$ cat config.mk
export PLATFORM = sky130hd
export DESIGN_NAME = peri_pdm_speaker
export DESIGN_NICKNAME = d
export VERILOG_FILES = /design/src/rtl/peri_pdm_speaker.sv
export SDC_FILE = /design/constraint.sdc
export NUM_CORES = 1
export LEC_CHECK = 0
export BUFFER_PORTS_ARGS = -buffer_cell sky130_fd_sc_hd__buf_2
export CAP_MARGIN = 20
export CORE_ASPECT_RATIO = 0.75
export CORE_MARGIN = 10
export CORE_UTILIZATION = 35
export DETAILED_ROUTE_END_ITERATION = 16
export GPL_TIMING_DRIVEN = 0
export PLACE_DENSITY = 0.48
export SYNTH_ARGS = -nofsm -noshare
export SYNTH_HDL_FRONTEND = slang
export SYNTH_SLANG_ARGS = --single-unit
$ cat constraint.sdc
create_clock -name clk_i -period 7.5 [get_ports clk_i]
set_input_delay 0.375 -clock clk_i [delete_from_list [all_inputs] [get_ports clk_i]]
set_output_delay 0.375 -clock clk_i [all_outputs]
set_load 0.02 [all_outputs]
$ cat src/rtl/peri_pdm_speaker.sv
// peri_pdm_speaker: Wishbone-programmed PDM transmitter.
// The CPU pushes 8-bit unsigned samples into a small FIFO; a first-order
// sigma-delta modulator turns each sample into OversampleRatio PDM bits,
// paced by a divided bit clock that is exported alongside the data.
module peri_pdm_speaker #(
    parameter int unsigned TicksPerHz      = 2,
    parameter int unsigned OversampleRatio = 32,
    parameter int unsigned FifoDepth       = 4
) (
    input  logic       clk_i,
    input  logic       rst_ni,
    input  logic       wb_we_i,
    input  logic       wb_adr_i,
    input  logic [7:0] wb_dat_i,
    input  logic       wb_stb_i,
    output logic [7:0] wb_dat_o,
    output logic       wb_ack_o,
    output logic       pdm_clk_o,
    output logic       pdm_dat_o,
    output logic       irq_o
);

    localparam int unsigned DivW = $clog2(TicksPerHz + 2);
    localparam int unsigned CntW = $clog2(OversampleRatio);
    localparam int unsigned PtrW = $clog2(FifoDepth);
    localparam int unsigned LvlW = PtrW + 1;

    localparam logic [DivW-1:0] DivReload = DivW'(TicksPerHz);
    localparam logic [LvlW-1:0] LvlFull   = LvlW'(FifoDepth);

    // Control and flags
    logic            enable;
    logic            underrun;
    logic            overflow;

    // Bit clock divider
    logic [DivW-1:0] div_cnt;
    logic            pdm_clk_q;

    // Modulator state
    logic [7:0]      acc;
    logic [7:0]      cur;
    logic [CntW-1:0] bit_cnt;
    logic            pdm_dat_q;
    logic            irq_q;

    // Sample FIFO
    logic [7:0]      mem [FifoDepth];
    logic [PtrW-1:0] wr_ptr;
    logic [PtrW-1:0] rd_ptr;
    logic [LvlW-1:0] level;

    // Decoded strobes
    logic            wr_en;
    logic            push_req;
    logic            ctrl_wr;
    logic            clr_flags;
    logic            fifo_empty;
    logic            fifo_full;
    logic            bit_strobe;
    logic            sample_due;
    logic            pop;
    logic            push;
    logic            underrun_set;
    logic            overflow_set;
    logic [7:0]      cur_next;
    logic [8:0]      sum;

    assign wr_en      = wb_stb_i & wb_we_i;
    assign push_req   = wr_en & ~wb_adr_i;
    assign ctrl_wr    = wr_en & wb_adr_i;
    assign clr_flags  = ctrl_wr & wb_dat_i[1];

    assign fifo_empty = (level == '0);
    assign fifo_full  = (level == LvlFull);

    // A bit is produced in the cycle just before pdm_clk falls.
    assign bit_strobe = enable & pdm_clk_q & (div_cnt == '0);
    assign sample_due = bit_strobe & (bit_cnt == '0);
    assign pop        = sample_due & ~fifo_empty;
    assign underrun_set = sample_due & fifo_empty;

    // A pop in the same cycle frees a slot, so a push into a full FIFO still lands.
    assign push         = push_req & (~fifo_full | pop);
    assign overflow_set = push_req & fifo_full & ~pop;

    // On an empty FIFO the previous sample keeps playing.
    assign cur_next = pop ? mem[rd_ptr] : cur;
    assign sum      = {1'b0, acc} + {1'b0, cur_next};

    assign wb_ack_o  = wb_stb_i;
    assign pdm_clk_o = pdm_clk_q;
    assign pdm_dat_o = pdm_dat_q;
    assign irq_o     = irq_q;

    // Register read mux: STATUS at address 0, CTRL at address 1.
    always_comb begin
        // NOTE: every output of a combinational block gets a default first so no latch is inferred.
        wb_dat_o = 8'h00;
        if (wb_adr_i) begin
            wb_dat_o = {7'b0, enable};
        end else begin
            wb_dat_o = {4'(level), overflow, underrun, fifo_full, fifo_empty};
        end
    end

    // Enable bit and sticky status flags; a flag-set event beats clear-flags.
    always_ff @(posedge clk_i or negedge rst_ni) begin
        // NOTE: sequential state uses non-blocking assignments so every register samples pre-edge values.
        if (!rst_ni) begin
            enable   <= 1'b0;
            underrun <= 1'b0;
            overflow <= 1'b0;
        end else begin
            if (ctrl_wr) begin
                enable <= wb_dat_i[0];
            end
            if (underrun_set) begin
                underrun <= 1'b1;
            end else if (clr_flags) begin
                underrun <= 1'b0;
            end
            if (overflow_set) begin
                overflow <= 1'b1;
            end else if (clr_flags) begin
                overflow <= 1'b0;
            end
        end
    end

    // Bit clock divider: counts TicksPerHz..0, toggling pdm_clk at each reload.
    always_ff @(posedge clk_i or negedge rst_ni) begin
        if (!rst_ni) begin
            div_cnt   <= DivReload;
            pdm_clk_q <= 1'b0;
        end else if (!enable) begin
            div_cnt   <= DivReload;
            pdm_clk_q <= 1'b0;
        end else if (div_cnt == '0) begin
            div_cnt   <= DivReload;
            pdm_clk_q <= ~pdm_clk_q;
        end else begin
            div_cnt <= div_cnt - 1'b1;
        end
    end

    // Sigma-delta modulator: carry out of acc+cur is the PDM bit.
    always_ff @(posedge clk_i or negedge rst_ni) begin
        if (!rst_ni) begin
            acc       <= 8'h00;
            cur       <= 8'h00;
            bit_cnt   <= '0;
            pdm_dat_q <= 1'b0;
            irq_q     <= 1'b0;
        end else begin
            irq_q <= pop;
            if (!enable) begin
                acc       <= 8'h00;
                bit_cnt   <= '0;
                pdm_dat_q <= 1'b0;
            end else if (bit_strobe) begin
                cur       <= cur_next;
                acc       <= sum[7:0];
                pdm_dat_q <= sum[8];
                bit_cnt   <= bit_cnt + 1'b1;
            end
        end
    end

    // FIFO pointers and fill level.
    always_ff @(posedge clk_i or negedge rst_ni) begin
        if (!rst_ni) begin
            wr_ptr <= '0;
            rd_ptr <= '0;
            level  <= '0;
        end else begin
            if (push) begin
                wr_ptr <= wr_ptr + 1'b1;
            end
            if (pop) begin
                rd_ptr <= rd_ptr + 1'b1;
            end
            case ({push, pop})
                2'b10:   level <= level + 1'b1;
                2'b01:   level <= level - 1'b1;
                default: level <= level;
            endcase
        end
    end

    // FIFO storage.
    always_ff @(posedge clk_i) begin
        // NOTE: sample storage has no reset; the level counter alone says which entries are valid.
        if (push) begin
            mem[wr_ptr] <= wb_dat_i;
        end
    end

endmodule

After elaboration in Yosys (flattened, before gate mapping)
Memory sizes are Yosys's and may differ from the RTL's.
Cells that the tools add are included.
{ "op_classes": {"n_eq_ne": 5, "mux": 18, "add_sub_neg": 7, "reduce_logical": 7, "bitwise_logic": 18} }
{ "op_table": {"columns": ["operator", "count"], "rows": [
  ["$mux W8", 3],
  ["$and A1 B1 Y1", 12],
  ["$mux W5", 2],
  ["$add A8 B8 Y9", 1],
  ["$mux W1", 9],
  ["$mux W7", 1],
  ["$pmux W3 S2", 1],
  ["$reduce_bool A2 Y1", 3],
  ["$add A5 B1 Y5 const B", 1],
  ["$logic_not A5 Y1", 1],
  ["$not A1 Y1", 5],
  ["$add A2 B1 Y2 const B", 2],
  ["$mux W2", 2],
  ["$ne A2 B1 Y1 const B", 2],
  ["$add A3 B1 Y3 const B", 1],
  ["$eq A3 B3 Y1 const B", 1],
  ["$logic_not A3 Y1", 1],
  ["$sub A3 B1 Y3 const B", 1],
  ["$eq A2 B1 Y1 const B", 1],
  ["$eq A2 B2 Y1 const B", 1],
  ["$logic_not A2 Y1", 1],
  ["$reduce_and A2 Y1", 1],
  ["$sub A2 B1 Y2 const B", 1],
  ["$or A1 B1 Y1", 1]
]} }
{ "totals": {"inputBits": 13, "mem_count": 1, "register_bits": 36, "ram_bits": 32, "wordCells": 69, "out_inout_bits": 12} }
{ "memory_table": {"columns": ["memory", "words", "word_bits", "read_ports", "rd_clocked_by_memory_dff", "write_ports", "line_no", "source"], "rows": [
  ["mem", 4, 8, 1, 0, 1, "48", "logic [7:0] mem [FifoDepth];"]
]} }

Depth between registers and ports, before layout
Gate-level depths: netlist of the first run.
{ "depth": {"word_depth": 8, "depth_mapped": 16, "ltp_nobuf": 13} }

Worst setup path before layout of the first run
OpenSTA, ideal clock, no wires.
{ "synth_path": {"kind": "register -> register", "startpoint": "register div_cnt[1]", "endpoint": "register acc[6]", "t_required_ns": 7.378, "stages_incl_launch_ff": 17, "synth_period_minus_slack_ns": 3.229, "t_arrival_ns": 3.107, "setup_time_ns": 0.122, "n_path_buf": 3, "path_slack_ns": 4.271, "path_cell_list": "dfstp_2 > inv_1 > ha_1 > and3_1 > buf_6 > and3_1 > buf_6 > buf_12 > mux2_4 > ha_1 > inv_1 > fa_1 > nor2b_1 > o21ai_0 > a21o_1 > a21bo_2 > a32o_1"} }
{ "synth_via": {"elab_chain_cells": 8, "elab_cells_between_ends": 9, "classes_between": "1 x add/sub; 1 x eq/ne; 3 x mux; 3 x bitwise; 1 x reduce/logical"} }
{ "synth_lines": {"columns": ["element", "line_no", "source"], "rows": [
  ["from (decl)", "37", "logic [DivW-1:0] div_cnt;"],
  ["from (signal assigned)", "134", "div_cnt <= DivReload;"],
  ["from (signal assigned)", "137", "div_cnt <= DivReload;"],
  ["from (signal assigned)", "140", "div_cnt <= DivReload;"],
  ["$logic_not A2 Y1", "78", "assign bit_strobe = enable & pdm_clk_q & (div_cnt == '0);"],
  ["$and A1 B1 Y1", "78", null],
  ["$and A1 B1 Y1", "79", "assign sample_due = bit_strobe & (bit_cnt == '0);"],
  ["$and A1 B1 Y1", "80", "assign pop = sample_due & ~fifo_empty;"],
  ["named net pop", "62", "logic pop;"],
  ["$mux W8", "88", "assign cur_next = pop ? mem[rd_ptr] : cur;"],
  ["named net cur_next[0]", "66", "logic [7:0] cur_next;"],
  ["$add A8 B8 Y9", "89", "assign sum = {1'b0, acc} + {1'b0, cur_next};"],
  ["$mux W8", "161", "end else if (bit_strobe) begin"],
  ["$mux W8", "157", "if (!enable) begin"],
  ["to (signal assigned)", "163", "acc <= sum[7:0];"],
  ["to (decl)", "41", "logic [7:0] acc;"]
]} }
The timed path passes the listed nets, and every way through them passes these cells. The select of a mux whose other input is x is not followed.
A chain may end at the register's enable or synchronous reset.

Worst setup path after layout of the first run
Same ends and word-level chain as after synthesis.

==> flow_summary.json, run 1 <==
{
  "status": "complete, no violations",
  "synth_edf_count": 32,
  "post-cts-setup-buffer-count": 0,
  "grt_pass1_wl_microns": 9680,
  "clk-insertion-delay-late_ps": 330,
  "rsz0062_at_grt": "no",
  "clock-root-buffer": "clkbuf_16",
  "drv_slew": 0,
  "design_area_sq_um": 3860,
  "worstMarginPinSlew_ps": 845,
  "criticalPathCategory": "flop to flop",
  "port_buffers": 23,
  "placed_cells": 385,
  "grt_usage": 0.0901,
  "async_reset_ff_frac": 0.529,
  "diodes": 0,
  "relSlewSlack": 0.436,
  "endpoint_kind": "flop",
  "setup_viol": 0,
  "synth_nets": 266,
  "maxCapViolations": 0,
  "p_leak_nw": 1.63,
  "die_h_microns": 104,
  "yosysTopAreaCell": "edfxtp_1",
  "cp_data_arrival_time_ps": 3680,
  "synth-adder-area-share": 0.0768,
  "wl_per_cell_microns": 14.3,
  "rows": 30,
  "top_layer_used": "met4",
  "wl_met3_microns": 162,
  "peakVddDrop_mv": 0.127,
  "cts_hold_buffers": 0,
  "num_io_pins": 25,
  "drive_above_1_share": 0.278,
  "drt-initial-drc-count": 133,
  "cts_tree": "yes",
  "synth_compound_area_frac": 0.0521,
  "final_common_cell": "dfrtp_1",
  "yosys_warnings": 0,
  "setup_ws_ps": 4040,
  "crit_required_ps": 7720,
  "start_util": 0.361,
  "clock_sinks": 68,
  "wl_met2_microns": 2500,
  "setup_tns_ps": 0,
  "max_freq_mhz": 289,
  "gr-total-overflow": 0,
  "synthCells": 234,
  "path_clk_slew_ps": 60,
  "synthXorXnorAreaFrac": 0.0399,
  "clock_path_buffers": 2,
  "avgSynthCellArea_sq_um": 14.1,
  "die_area_sq_um": 13700,
  "antenna_found_initial": 0,
  "hold_violations": 0,
  "holdCritPathClass": "primary input to asynchronous set/reset pin",
  "coreArea_sq_um": 9120,
  "numCtsBuffers": 9,
  "area_growth_pct": 17.3,
  "critPathMaxFanout": 11,
  "start_kind": "flop",
  "synth-seq-cells": 68,
  "post-dp-hpwl_microns": 4070,
  "skew_ps": 8.04,
  "drtAntennaViolNets": 0,
  "synthMuxAreaShare": 0.129,
  "fin_crit_ps": 3460,
  "vias": 1805,
  "layout_common_cells": "dfrtp_1 (35), edfxtp_1 (32), buf_2 (24)",
  "place_ws_ps": 4030,
  "netlist_area_sq_um": 3290,
  "wl_met1_microns": 2980,
  "grt_pass1_vias": 1873,
  "synth_top_family_by_area": "multiplexers",
  "cellPowerDensity_nw_per_um2": 317,
  "fin_total_pwr_mw": 1.22,
  "grt_max_degree": 37,
  "yosys.area_share.simple": 0.0955,
  "synth.yosys.seq_area_share": 0.566,
  "place.gp.congestion": 0.679,
  "stdcell_count": 401,
  "synth_flop_cell": "dfrtp_1",
  "yosys-top-cells-area": "edfxtp_1 (29%), dfrtp_1 (27%), ha_1 (6.5%)",
  "cts_resized": 0,
  "vias_per_cell": 4.50,
  "yosysUniqueCellTypes": 43,
  "die_w_microns": 132,
  "routed_wl_microns": 5750,
  "drt_pass1_iterations": 4,
  "synth_top_area_frac": 0.292,
  "place_area_sq_um": 3560,
  "drc": 0,
  "period_share": 0.461,
  "htreeDepth": 3,
  "fin_nets": 300
}
per-stage QoR:
step           utilization  hold slack, ps
3_3_place_gp         0.391             466
6_report             0.423             154
3_5_place_dp         0.391             475
2_1_floorplan            -            79.4
5_1_grt              0.423             238
4_1_cts              0.423             185
cells by family after synthesis:
family / Yosys count
xor+xnor: 15
simple gates: 54
buf+inv: 24
fa+ha+maj: 19
mux: 27
compound gates: 26
flops: 68
other cells: 1
state kept, by name, indices dropped and copies added (netlist names):
signal and count:
mem 32, acc 8, cur 8, bit_cnt 5
level 3, div_cnt 2, rd_ptr 2, wr_ptr 2
enable 1, irq_o 1, overflow 1, pdm_clk_o 1
pdm_dat_o 1, underrun 1
power breakdown:
part,internal [mW],switching (mW),total [mW],leakage (nW)
logic,0.162,0.164,0.326,0.735
clock network,0.256,0.152,0.409,0.131
registers,0.455,0.0351,0.490,0.764
total,0.874,0.351,1.22,1.63
path summary, 6_finish.rpt:
kind / startpoint / end / slack [ps] / depth (start not counted)
worst max-delay path: div_cnt[1] / acc[6] / 4040 / 16
worst min-delay path: rst_ni / bit_cnt[4] / 150 / 1
worst max register to register: div_cnt[1] / acc[6] / 4040 / 16
worst min register to register: pdm_dat_o / pdm_dat_o / 480 / 1
max in group asynchronous: rst_ni / level[1] / 6810 / 1
min in group clk_i: wb_dat_i[4] / mem[3][4] / 260 / 1
per-layer routing:
metal,GRT usage,vias to the layer above
met5,0,-
met2,0.126,16
li1,-,906
met4,0.0428,0
met3,0.0347,12
met1,0.119,871
cell type report:
| type | instances | area (sq um) |
|---|---|---|
| Clock buffer | 10 | 229 |
| Timing Repair Buffer | 23 | 115 |
| Multi-Input combinational cell | 142 | 1300 |
| Tap cell | 128 | 160 |
| Fill cell | 856 | 5260 |
| Inverter | 14 | 52.6 |
| Sequential cell | 68 | 1860 |
| Buffer | 10 | 77.6 |
| Clock inverter | 6 | 65.1 |
cell usage after synthesis (all sizes together), types with 4 or more instances:
cell type   n
o21ai      10
mux4        8
xnor2       8
buf         7
dfrtp      35
nor2        7
mux2       18
and2       11
xor2        7
ha         17
nand2      17
edfxtp     32
a21oi       4
inv        14
nor2b       4
critical path: stages (launching register included):
cell	delay [ps]
dfstp_2	520
inv_1	40
ha_1	210
and3_1	200
buf_6	140
and3_1	170
buf_6	150
buf_12	150
mux2_4	190
ha_1	180
inv_1	60
fa_1	410
nor2b_1	120
o21ai_0	120
a21o_1	240
a21bo_2	200
a32o_1	240
(Power assumes the default switching activity.)
==> run 2: changes to the inputs <==
--- a/config.mk
+++ b/config.mk
@@ -12,7 +12,7 @@
 export CORE_UTILIZATION = 35
 export DETAILED_ROUTE_END_ITERATION = 16
 export GPL_TIMING_DRIVEN = 0
-export PLACE_DENSITY = 0.48
+export PLACE_DENSITY = 0.5
 export SYNTH_ARGS = -nofsm -noshare
 export SYNTH_HDL_FRONTEND = slang
 export SYNTH_SLANG_ARGS = --single-unit
==> constraint.sdc (replaced) <==
create_clock -name clk_i -period 3 [get_ports clk_i]
set_input_delay 0.15 -clock clk_i [delete_from_list [all_inputs] [get_ports clk_i]]
set_output_delay 0.15 -clock clk_i [all_outputs]
set_load 0.02 [all_outputs]
==> flow_summary.json, run 2 (synthesis gave the netlist of run 1 again) <==
{
  "vias": 1867,
  "drt_pass1_iterations": 4,
  "start_kind": "flop",
  "place.gp.congestion": 0.693,
  "holdCritPathClass": "primary input to flop",
  "clock-root-buffer": "clkbuf_16",
  "rrSetupSlack_ps": 110,
  "wl_per_cell_microns": 14.6,
  "worstHoldEndpoint": "mem[0][6]",
  "drt-initial-drc-count": 84,
  "critPathMaxFanout": 5,
  "vias_per_cell": 4.53,
  "largest_register_ffs": 32,
  "worstMarginPinSlew_ps": 858,
  "cp_data_arrival_time_ps": 3100,
  "fin_nets": 311,
  "drc": 0,
  "peakVddDrop_mv": 0.455,
  "r2r_end": "acc[6]",
  "die_w_microns": 132,
  "endpoint_kind": "flop",
  "grt_pass1_wl_microns": 10000,
  "diodes": 0,
  "coreArea_sq_um": 9120,
  "port_buffers": 23,
  "fillers": 854,
  "setup_ws_ps": 112,
  "setup_viol": 0,
  "criticalPathCategory": "flop to flop",
  "layout_common_cells": "dfrtp_1 (35), edfxtp_1 (32), buf_2 (24)",
  "num_io_pins": 25,
  "die_h_microns": 104,
  "holdCritStartpoint": "wb_dat_i[6]",
  "maxCapViolations": 0,
  "drtAntennaViolNets": 0,
  "gr-total-overflow": 0,
  "r2r-start": "div_cnt[1]",
  "clk-insertion-delay-late_ps": 330,
  "period_share": 0.963,
  "place_ws_ps": -210,
  "clock_path_buffers": 2,
  "drv_slew": 0,
  "skew_ps": 5.43,
  "r2r.worst_path.cells": 14,
  "crit_required_ps": 3210,
  "multi_input_area_sq_um": 1340,
  "grt_pass1_vias": 1944,
  "grt_max_degree": 37,
  "p_leak_nw": 1.70,
  "fin_crit_ps": 2890,
  "drive_above_1_share": 0.335,
  "rows": 30,
  "status": "complete, no violations",
  "die_area_sq_um": 13700,
  "hold_depth": 1,
  "numCtsBuffers": 9,
  "routed_wl_microns": 6000,
  "final_common_cell": "dfrtp_1",
  "fin_total_pwr_mw": 3.21,
  "grt_usage": 0.0926,
  "post-dp-hpwl_microns": 4090,
  "cellPowerDensity_nw_per_um2": 801,
  "largest_register": "mem",
  "antenna_found_initial": 0,
  "regArea_sq_um": 1860,
  "largestRegisters": "mem: 32 flops, acc: 8 flops, cur: 8 flops",
  "clock_sinks": 68,
  "max_freq_mhz": 346,
  "cts_tree": "yes",
  "start_util": 0.361,
  "htreeDepth": 3,
  "path_clk_slew_ps": 60,
  "relSlewSlack": 0.428,
  "hold_violations": 0,
  "area_growth_pct": 21.8
}
-- run 2: layout make-up --
type | count | share of cell area
clock buffer | 10 | 0.0572
timing repair buffer | 36 | 0.0537
clock inverter | 6 | 0.0222
multi-input combinational | 142 | 0.335
inverter | 14 | 0.0131
buffer | 8 | 0.0137
sequential | 68 | 0.465
tap | 128 | 0.0400
-- run 2: worst max-delay path by stage --
stage / start / to / slack, ps / cells after the start
CTS: bit_cnt[0] / acc[7] / 20 / 12
detailed placement: div_cnt[1] / acc[6] / -210 / 16
global route: bit_cnt[1] / acc[6] / -6 / 14
floorplan: div_cnt[1] / acc[6] / -30 / 16
global placement: div_cnt[1] / acc[6] / -190 / 16
finish: div_cnt[1] / acc[6] / 110 / 14
-- run 2: critical path, cell delays in order (launching register included) --
cell,delay [ps]
dfstp_2,530
inv_2,40
ha_4,150
and3_4,190
and3_4,210
buf_12,130
mux2_4,200
ha_4,120
inv_2,30
fa_2,330
nor2b_1,110
o21ai_1,80
a21o_1,200
a21bo_2,220
a32o_1,210
-- run 2: where the power goes --
part	total [mW]	internal (mW)	leakage, nW	switching (mW)
Clock	1.11	0.727	0.149	0.386
Sequential	1.23	1.14	0.764	0.0903
Combinational	0.867	0.438	0.784	0.429
-- run 2: repair_timing --
item / CTS / global route
hold endpoints to repair: 35 / 0
pin swaps: 4 / 3
resized for setup: 0 / 3
hold buffers: 1 / 0
setup endpoints to repair: 4 / 4
setup buffers: 6 / 6
-- run 2: layer usage --
metal | GRT usage | up-vias | wire length (microns)
met5 | 0 | - | 0
met4 | 0.0365 | 0 | 78
met3 | 0.0372 | 8 | 196
met2 | 0.140 | 21 | 2720
met1 | 0.115 | 913 | 3010
li1 | - | 925 | -
-- run 2: through the flow --
stage / std cells / TNS, ps / hold WS [ps] / area [sq um] / utilization
finish: 412 / 0 / 35.8 / 4010 / 0.439
global route: 412 / -6.33 / 27.6 / 4010 / 0.439
CTS: 406 / 0 / 22.4 / 3950 / 0.433
detailed placement: 385 / -455 / 324 / 3600 / 0.395
global placement: 385 / -436 / 318 / 3600 / 0.395
floorplan: 234 / -25.8 / -146 / 3330 / -
